[src/rtl/axi_burst_arbiter.sv]
// Round-robin arbiter that shares one DDR3 AXI burst engine between the
// frame-buffer write-burst and read-burst requesters. One complete burst is
// granted at a time. The grant is held until the engine reports cmd_done, or
// until the burst is aborted on timeout. Zero-length requests are acknowledged
// without issuing a command.
module axi_burst_arbiter #(
    parameter int ADDR_W      = 32,
    parameter int LEN_W       = 10,
    parameter int TIMEOUT_CYC = 4096,
    parameter int WR_FIRST    = 1
) (
    input  logic              ui_clk,
    input  logic              ui_rst_n,
    input  logic              init_calib_complete,
    input  logic              wr_burst_req,
    input  logic [ADDR_W-1:0] wr_burst_addr,
    input  logic [LEN_W-1:0]  wr_burst_len,
    output logic              wr_ready,
    output logic              wr_burst_finish,
    input  logic              rd_burst_req,
    input  logic [ADDR_W-1:0] rd_burst_addr,
    input  logic [LEN_W-1:0]  rd_burst_len,
    output logic              rd_ready,
    output logic              rd_burst_finish,
    output logic              cmd_valid,
    output logic              cmd_rw,
    output logic [ADDR_W-1:0] cmd_addr,
    output logic [LEN_W-1:0]  cmd_len,
    input  logic              cmd_ready,
    input  logic              cmd_done,
    output logic              timeout_err,
    output logic              len_err
);

    typedef enum logic [2:0] {
        IDLE,
        WR_ISSUE,
        WR_WAIT,
        RD_ISSUE,
        RD_WAIT,
        ZL_ACK
    } state_e;

    localparam int                CNT_W    = $clog2(TIMEOUT_CYC);
    localparam logic [CNT_W-1:0]  CNT_LAST = CNT_W'(TIMEOUT_CYC - 1);

    state_e            state_q, state_d;
    logic              last_rd_q, last_rd_d;   // 1: the most recent grant went to read
    logic [CNT_W-1:0]  cnt_q, cnt_d;
    logic              cmd_rw_q, cmd_rw_d;
    logic [ADDR_W-1:0] cmd_addr_q, cmd_addr_d;
    logic [LEN_W-1:0]  cmd_len_q, cmd_len_d;
    logic              wr_fin_q, wr_fin_d;
    logic              rd_fin_q, rd_fin_d;
    logic              timeout_err_q, timeout_err_d;
    logic              len_err_q, len_err_d;

    logic              accept;
    logic              grant_rd;
    logic [LEN_W-1:0]  grant_len;

    // Requests are only looked at while idle and the DDR is calibrated.
    assign accept = (state_q == IDLE) && init_calib_complete;

    // Next-state and datapath decisions for the grant / issue / wait sequence.
    always_comb begin
        // NOTE: every signal driven here gets a default first, so no path
        // through the case leaves one unassigned and no latch is inferred.
        state_d       = state_q;
        last_rd_d     = last_rd_q;
        cnt_d         = cnt_q;
        cmd_rw_d      = cmd_rw_q;
        cmd_addr_d    = cmd_addr_q;
        cmd_len_d     = cmd_len_q;
        wr_fin_d      = 1'b0;
        rd_fin_d      = 1'b0;
        timeout_err_d = timeout_err_q;
        len_err_d     = len_err_q;
        // A lone requester wins; with both high, the side not served last time wins.
        grant_rd      = rd_burst_req && (!wr_burst_req || !last_rd_q);
        grant_len     = grant_rd ? rd_burst_len : wr_burst_len;

        case (state_q)
            IDLE: begin
                if (accept && (wr_burst_req || rd_burst_req)) begin
                    last_rd_d  = grant_rd;
                    cmd_rw_d   = grant_rd;
                    cmd_addr_d = grant_rd ? rd_burst_addr : wr_burst_addr;
                    cmd_len_d  = grant_len;
                    cnt_d      = '0;
                    if (grant_len == '0) begin
                        len_err_d = 1'b1;
                        state_d   = ZL_ACK;
                    end else begin
                        state_d = grant_rd ? RD_ISSUE : WR_ISSUE;
                    end
                end
            end
            WR_ISSUE, RD_ISSUE: begin
                if (cnt_q == CNT_LAST) begin
                    timeout_err_d = 1'b1;
                    state_d       = IDLE;
                end else begin
                    cnt_d = cnt_q + 1'b1;
                    if (cmd_ready) begin
                        state_d = (state_q == RD_ISSUE) ? RD_WAIT : WR_WAIT;
                    end
                end
            end
            WR_WAIT, RD_WAIT: begin
                if (cmd_done) begin
                    wr_fin_d = (state_q == WR_WAIT);
                    rd_fin_d = (state_q == RD_WAIT);
                    state_d  = IDLE;
                end else if (cnt_q == CNT_LAST) begin
                    timeout_err_d = 1'b1;
                    state_d       = IDLE;
                end else begin
                    cnt_d = cnt_q + 1'b1;
                end
            end
            ZL_ACK: begin
                // Finish is still pulsed so the requester advances its address.
                wr_fin_d = !cmd_rw_q;
                rd_fin_d = cmd_rw_q;
                state_d  = IDLE;
            end
            default: state_d = IDLE;
        endcase
    end

    // State and datapath registers; async reset drops any burst in flight.
    always_ff @(posedge ui_clk or negedge ui_rst_n) begin
        if (!ui_rst_n) begin
            state_q       <= IDLE;
            last_rd_q     <= (WR_FIRST != 0);
            cnt_q         <= '0;
            cmd_rw_q      <= 1'b0;
            cmd_addr_q    <= '0;
            cmd_len_q     <= '0;
            wr_fin_q      <= 1'b0;
            rd_fin_q      <= 1'b0;
            timeout_err_q <= 1'b0;
            len_err_q     <= 1'b0;
        end else begin
            // NOTE: non-blocking assignments so every register updates from
            // the values present before the edge, regardless of statement order.
            state_q       <= state_d;
            last_rd_q     <= last_rd_d;
            cnt_q         <= cnt_d;
            cmd_rw_q      <= cmd_rw_d;
            cmd_addr_q    <= cmd_addr_d;
            cmd_len_q     <= cmd_len_d;
            wr_fin_q      <= wr_fin_d;
            rd_fin_q      <= rd_fin_d;
            timeout_err_q <= timeout_err_d;
            len_err_q     <= len_err_d;
        end
    end

    assign wr_ready        = accept;
    assign rd_ready        = accept;
    assign cmd_valid       = (state_q == WR_ISSUE) || (state_q == RD_ISSUE);
    assign cmd_rw          = cmd_rw_q;
    assign cmd_addr        = cmd_addr_q;
    assign cmd_len         = cmd_len_q;
    assign wr_burst_finish = wr_fin_q;
    assign rd_burst_finish = rd_fin_q;
    assign timeout_err     = timeout_err_q;
    assign len_err         = len_err_q;

endmodule
[config.mk]
export PLATFORM = sky130hd
export DESIGN_NAME = axi_burst_arbiter
export DESIGN_NICKNAME = d
export VERILOG_FILES = /design/src/rtl/axi_burst_arbiter.sv
export SDC_FILE = /design/constraint.sdc
export NUM_CORES = 1
export LEC_CHECK = 0
export ABC_AREA = 1
export CAP_MARGIN = 20
export CORE_ASPECT_RATIO = 0.5
export CORE_MARGIN = 4
export CORE_UTILIZATION = 25
export CTS_CLUSTER_DIAMETER = 60
export DETAILED_ROUTE_END_ITERATION = 8
export HOLD_SLACK_MARGIN = 0.03
export PLACE_DENSITY = 0.51
export SLEW_MARGIN = 15
export SYNTH_ARGS = -nofsm -noshare
export SYNTH_HDL_FRONTEND = slang
export SYNTH_SLANG_ARGS = --single-unit
[constraint.sdc]
create_clock -name ui_clk -period 2.51 [get_ports ui_clk]
set_input_delay 0.502 -clock ui_clk [delete_from_list [all_inputs] [get_ports ui_clk]]
set_output_delay 0.502 -clock ui_clk [all_outputs]
set_load 0.1 [all_outputs]
==> results.toml, run 1 <==
[global_routing]
antenna_found_initial = 0
grt_pass1_vias = 3105
grt_pass1_wl_um = 15800
grt-ovfl-total = 0
grt_max_degree = 39
grt_usage_pct = 12.2

[yosys]
synth_edf_count = 0
synth_common_cells = "nand2_1, dfrtp_1, nor2_1, a31oi_2, inv_1"
syn-mean-instance-area_um2 = 8.53
synth_compound_area_share_pct = 17.3
synth-simple-area-share_pct = 27.9
synth_seq_cells = 63
synth_top_family_by_area = "simple AND/OR/NAND/NOR gates"
yosysWarningCount = 0
synth_ff_type = "dfrtp_1"
netlist_instances = 414
synth_most_common_cell = "nand2_1"
synth_top_cell_by_area = "dfrtp_1"
yosysSeqAreaShare_pct = 44.7
synth_mux_area_share_pct = 0
synth_fa_ha_area_share_pct = 0.354
synth-xor-area-share_pct = 1.24
yosysUniqueCellTypes = 33
synth_area_um2 = 3530
synthesis.nets = 506
netlist.area_leader.share_pct = 44.0
synth_area_leaders = "dfrtp_1, nand2_1, a31oi_2, nor2_1, inv_1"
async_flop_share_pct = 100

[detailed_routing]
drt_iter0_drc = 122
drt-wirelength-per-cell_um = 13.3
routed_wl_um = 9990
dr.pass1.iters = 4
via_per_inst = 4.26
vias = 3192
ant_nets = 0
drc = 0

[timing]
skew_ns = 0.00730
hold_viol_final = 0
fin_crit_ns = 2.06
worst_pin_slew_ns = 0.507
setup_slack_ns = 0.454
setup_violations = 0
finalSetupTns_ns = 0
rsz0062_at_grt = "false"
period_share_pct = 81.9
slew_violations = 0
fmax_mhz = 486
slew_headroom_pct = 66.2

[power_and_ir_drop]
pwr-share-comb_pct = 64.1
p_per_area_nw_per_um2 = 1510
clkPwrFrac_pct = 14.9
total_power_w = 0.00801
switching_share_pct = 57.4
seqPwrFrac_pct = 21.1
power.switching_w = 0.00460
internal-power_w = 0.00341
peakVddDrop_mv = 0.504
power.leakage_nw = 2.32

[finish]
drive_gt1_share_pct = 22.6
syn2layout_area_growth_pct = 49.7
antenna_cells = 0
nets = 646
fill_cells = 1411
final-seq-area_um2 = 1580
multi_input_area_um2 = 1650

[worst_setup_path]
crit_arrival_ns = 2.29
worst-setup-path-type = "primary input to flip-flop"
crit_fanout = 26
cp_data_required_time_ns = 2.75
critPathCaptureType = "flip-flop"
startpoint_type = "primary input"

[worst_hold_path]
min_path_type = "primary input to asynchronous set/reset pin"

[job]
drv_cap = 0

[clocking]
cts_setup_buffers = 0
insertion_delay_ns = 0.32
ctsHoldBuffers = 0
cts_buffers = 9
cts_tree = "built"
cts_sinks = 63
htree_levels = 3
ctsResizeCount = 0
root_buffer = "clkbuf_16"
clockBufferDepth = 2
clk_pin_slew_ns = 0.05

[floorplan]
io_pins = 141
row_count = 30
initial_utilization_pct = 25.8
fp.coreArea_um2 = 13700
die_area_um2 = 16200
dieWidth_um = 176
die_h_um = 92.0

[placed_design]
io_buffers = 140
place_hpwl_um = 7570
post-place-ws_ns = 0.0996
place_congestion = 0.794

[status]
status = "finished, final reports clean"
[cell families after synthesis]
family / after synthesis
AOI/OAI and AO/OA: 65
xor gates and xnor gates: 5
adders and majority gates: 1
buffers and inverters: 50
DFF: 63
and+or+nand+nor: 230
[cell usage in the layout (no fill, tap or decap), types with 3 or more instances in the layout]
cell	netlist	routed
a21oi_1	4	4
a31oi_2	34	34
buf_12	2	6
buf_4	2	53
clkbuf_16	0	9
clkbuf_8	0	4
clkdlybuf4s50_1	0	89
dfrtp_1	62	62
inv_1	27	27
nand2_1	136	136
nand2_2	3	3
nand2_4	3	3
nand3_1	17	17
nand3b_1	6	6
nand4_1	4	4
nor2_1	54	54
o21ai_0	16	16
o21ai_2	5	5
xor2_1	5	5
[critical path: stages]
cell,delay [ns]
clkdlybuf4s50_1,0.44
nand2_2,0.15
nand2_2,0.28
inv_2,0.26
buf_4,0.33
nand2_1,0.11
a31oi_2,0.20
[power groups by stage]
stage / registers, W / logic [W] / clock network [W]
5_1_grt: 0.00174 / 0.00537 / 0.00127
6_report: 0.00169 / 0.00513 / 0.00119
2_1_floorplan: 0.00422 / 0.00153 / 0
4_1_cts: 0.00169 / 0.00518 / 0.00123
3_3_place_gp: 0.00169 / 0.00517 / 0
3_5_place_dp: 0.00170 / 0.00518 / 0
[per-stage QoR]
step / hold slack, ns / std cells / utilization [%] / area (µm²)
floorplan: 0.206 / 414 / - / 3530
global placement: 0.474 / 735 / 36.5 / 5000
detailed placement: 0.467 / 735 / 36.5 / 5000
CTS: 0.191 / 749 / 38.6 / 5290
global route: 0.218 / 749 / 38.6 / 5290
finish: 0.183 / 749 / 38.6 / 5290
[registers in the layout, summed over array words and instances, names as in the netlist]
| name | flops |
|---|---|
| cmd_addr | 32 |
| cnt_q | 12 |
| cmd_len | 10 |
| state_q | 3 |
| cmd_rw | 1 |
| last_rd_q | 1 |
| len_err | 1 |
| rd_burst_finish | 1 |
| timeout_err | 1 |
| wr_burst_finish | 1 |
[per-layer routing]
metal	GRT usage, %	part of all wire [%]	vias to the layer above
met5	0	0	-
met1	14.4	43	1488
li1	-	-	1633
met3	3.50	4.2	10
met2	21.8	52	61
met4	3.11	1.0	0
[cell type report]
type                       instances  area share, %
multi-input combinational        301           31.2
sequential                        63           29.9
timing repair buffer             149           26.8
clock buffer                      14           5.37
tap                              192           4.55
inverter                          30           2.27
[final timing paths]
check / from / endpoint / slack, ns / depth (start not counted)
min reg2reg: timeout_err / timeout_err / 0.48 / 1
max reg2reg: state_q[1] / cnt_q[8] / 0.61 / 10
min in group ui_clk: timeout_err / timeout_err / 0.48 / 1
max in group asynchronous: ui_rst_n / last_rd_q / 1.90 / 2
max: wr_burst_req / cmd_addr[22] / 0.45 / 7
min: ui_rst_n / cnt_q[3] / 0.18 / 2
(Power assumes the default switching activity.)
==> inputs of run 2 (changes only) <==
--- a/config.mk
+++ b/config.mk
@@ -13,7 +13,7 @@
 export CTS_CLUSTER_DIAMETER = 60
 export DETAILED_ROUTE_END_ITERATION = 8
 export HOLD_SLACK_MARGIN = 0.03
-export PLACE_DENSITY = 0.51
+export PLACE_DENSITY = 0.53
 export SLEW_MARGIN = 15
 export SYNTH_ARGS = -nofsm -noshare
 export SYNTH_HDL_FRONTEND = slang
==> constraint.sdc (replaced) <==
create_clock -name ui_clk -period 1.72 [get_ports ui_clk]
set_input_delay 0.344 -clock ui_clk [delete_from_list [all_inputs] [get_ports ui_clk]]
set_output_delay 0.344 -clock ui_clk [all_outputs]
set_load 0.1 [all_outputs]
==> results.toml, run 2 (synthesis results as in run 1) <==
[worst_setup_path]
r2r_cells = 10
slowest_stage = "dfrtp_1"
crit_chain = "nor2_4 -> nand2_4 -> nor2_4 -> buf_6 -> buf_12"
cp-startpoint = "state_q[0]"
startpoint_type = "flip-flop"
worst-setup-path-type = "flip-flop to output port"
critPathCaptureType = "output port"
critical_path.top_delay_family = "flip-flops"
crit_fanout = 2
path_depth = 5
r2r_start = "state_q[0]"
cpPeakStageDelay_ns = 0.41
crit_path_frequent_cell = "nor2_4"
r2r_slack_ns = 0.08
cp_data_required_time_ns = 1.38
worst-path-buf-inv = 2
crit_end = "rd_ready"
crit_arrival_ns = 1.35
rr_endpoint = "cmd_addr[11]"

[timing]
fmax_mhz = 590
finalSetupTns_ns = 0
hold_viol_final = 0
slew_violations = 0
fin_crit_ns = 1.69
period_share_pct = 98.5
worst_pin_slew_ns = 0.486
skew_ns = 0.00924
slew_headroom_pct = 67.6
rsz0062_at_grt = "true"
setup_violations = 0

[floorplan]
fp.coreArea_um2 = 13700
die_h_um = 92.0
initial_utilization_pct = 25.8
die_area_um2 = 16200
io_pins = 141
dieWidth_um = 176
row_count = 30

[placed_design]
post_dp_cell_area_um2 = 5880
place_congestion = 0.787
io_buffers = 140
place_hpwl_um = 8120
place_inst = 764

[finish]
fin_cells = 784
final_area_um2 = 6220
drive_gt1_share_pct = 29.2
nets = 679
multi_input_area_um2 = 1710
fill_cells = 1310
largest_register_ffs = 32
final_cell_mix = "nand2_1, clkdlybuf4s50_1, dfrtp_1, buf_12, nor2_1"
layout_commonest_cell = "nand2_1"
final-seq-area_um2 = 1580
antenna_cells = 0
syn2layout_area_growth_pct = 76.4

[clocking]
clockBufferDepth = 2
clk_pin_slew_ns = 0.05
htree_levels = 3
cts_buffers = 9
insertion_delay_ns = 0.32
root_buffer = "clkbuf_16"
cts_sinks = 63
cts_tree = "built"

[power_and_ir_drop]
pwr-share-comb_pct = 68.4
peakVddDrop_mv = 0.953
switching_share_pct = 52.5
p_per_area_nw_per_um2 = 2200
power.switching_w = 0.00719
internal-power_w = 0.00650
power.leakage_nw = 2.74
clkPwrFrac_pct = 11.6
seqPwrFrac_pct = 20.0

[global_routing]
antenna_found_initial = 0
grt_pass1_vias = 3298
grt_max_degree = 30
met2_usage_pct = 22.9
grt_pass1_wl_um = 16800
use_met3_pct = 3.87
grt_usage_pct = 12.9
met1_usage_pct = 15.3
top_usage_layer = "met2"
grt-ovfl-total = 0

[detailed_routing]
drc = 0
ant_nets = 0
drt_iter0_drc = 133
drt-wirelength-per-cell_um = 13.2
vias = 3241
via_per_inst = 4.13
routed_wl_um = 10300
dr.pass1.iters = 4

[job]
drv_cap = 0

[worst_hold_path]
min_path_type = "flip-flop to flip-flop"

[status]
status = "finished, final reports clean"
-- run 2: cell count changes in the layout (fill, tap and decap cells not counted), sizes merged --
| cell | delta |
|---|---|
| dlymetal6s2s | +1 |
| clkdlybuf4s50 | -1 |
| dlygate4sd3 | +1 |
| clkinv | +6 |
| clkbuf | -2 |
| buf | +31 |
| inv | -1 |
-- run 2: power groups by stage --
stage                     sequential, W  clock [W]  combinational [W]
after CTS                       0.00274    0.00165            0.00934
after floorplan                 0.00617          0            0.00231
after global placement          0.00275          0            0.00928
after global routing            0.00281    0.00172            0.00976
after detailed placement        0.00276          0            0.00932
final                           0.00273    0.00159            0.00936
-- run 2: worst reg2reg max path, stage by stage (launching register included) --
cell      delay (ns)
dfrtp_1         0.41
nor2_4          0.16
nand2_4         0.08
nor2_4          0.10
buf_4           0.13
o21ai_4         0.07
buf_4           0.18
clkinv_8        0.09
buf_12          0.15
nor2_1          0.06
a31oi_2         0.14
-- run 2: layer usage --
layer / vias to the layer above / routed length [µm]
met3: 8 / 424
li1: 1693 / -
met4: 0 / 144
met5: - / 0
met2: 58 / 5380
met1: 1482 / 4400
-- run 2: stage by stage --
stage                     utilization (%)  total power (W)  hold WS (ns)  setup slack, ns
after floorplan                         -          0.00848        0.0484           -0.267
after detailed placement             42.9           0.0121         0.336           -0.295
after global routing                 45.4           0.0143         0.536          -0.0249
after global placement               42.9           0.0120         0.334           -0.247
after CTS                            45.0           0.0137         0.502          0.00354
final                                45.4           0.0137         0.498           0.0258
-- run 2: cell type report --
cell class              instances  area share (%)
flip-flops and latches         63            25.4
inverters                      30            2.01
clock inverters                 5           0.402
clock buffers                  11            3.74
multi-input cells             301            27.5
well taps                     192            3.86
repair buffers                182            37.2
-- run 2: timing repair --
item,in CTS,in global routing
hold endpoints to repair,15,0
pin swaps,2,4
buffers inserted,1,1
resized for setup,2,11
cloned,0,1
hold buffers,1,0
setup endpoints to repair,3,29
-- run 2: worst min path at each step --
stage,to,from,cells past startpoint,slack (ns)
6_report,last_rd_q,last_rd_q,2,0.50
4_1_cts,last_rd_q,last_rd_q,2,0.50
3_3_place_gp,cmd_addr[15],ui_rst_n,1,0.33
2_1_floorplan,cmd_addr[0],ui_rst_n,0,0.05
5_1_grt,last_rd_q,last_rd_q,2,0.54
3_5_place_dp,cmd_addr[15],ui_rst_n,1,0.34
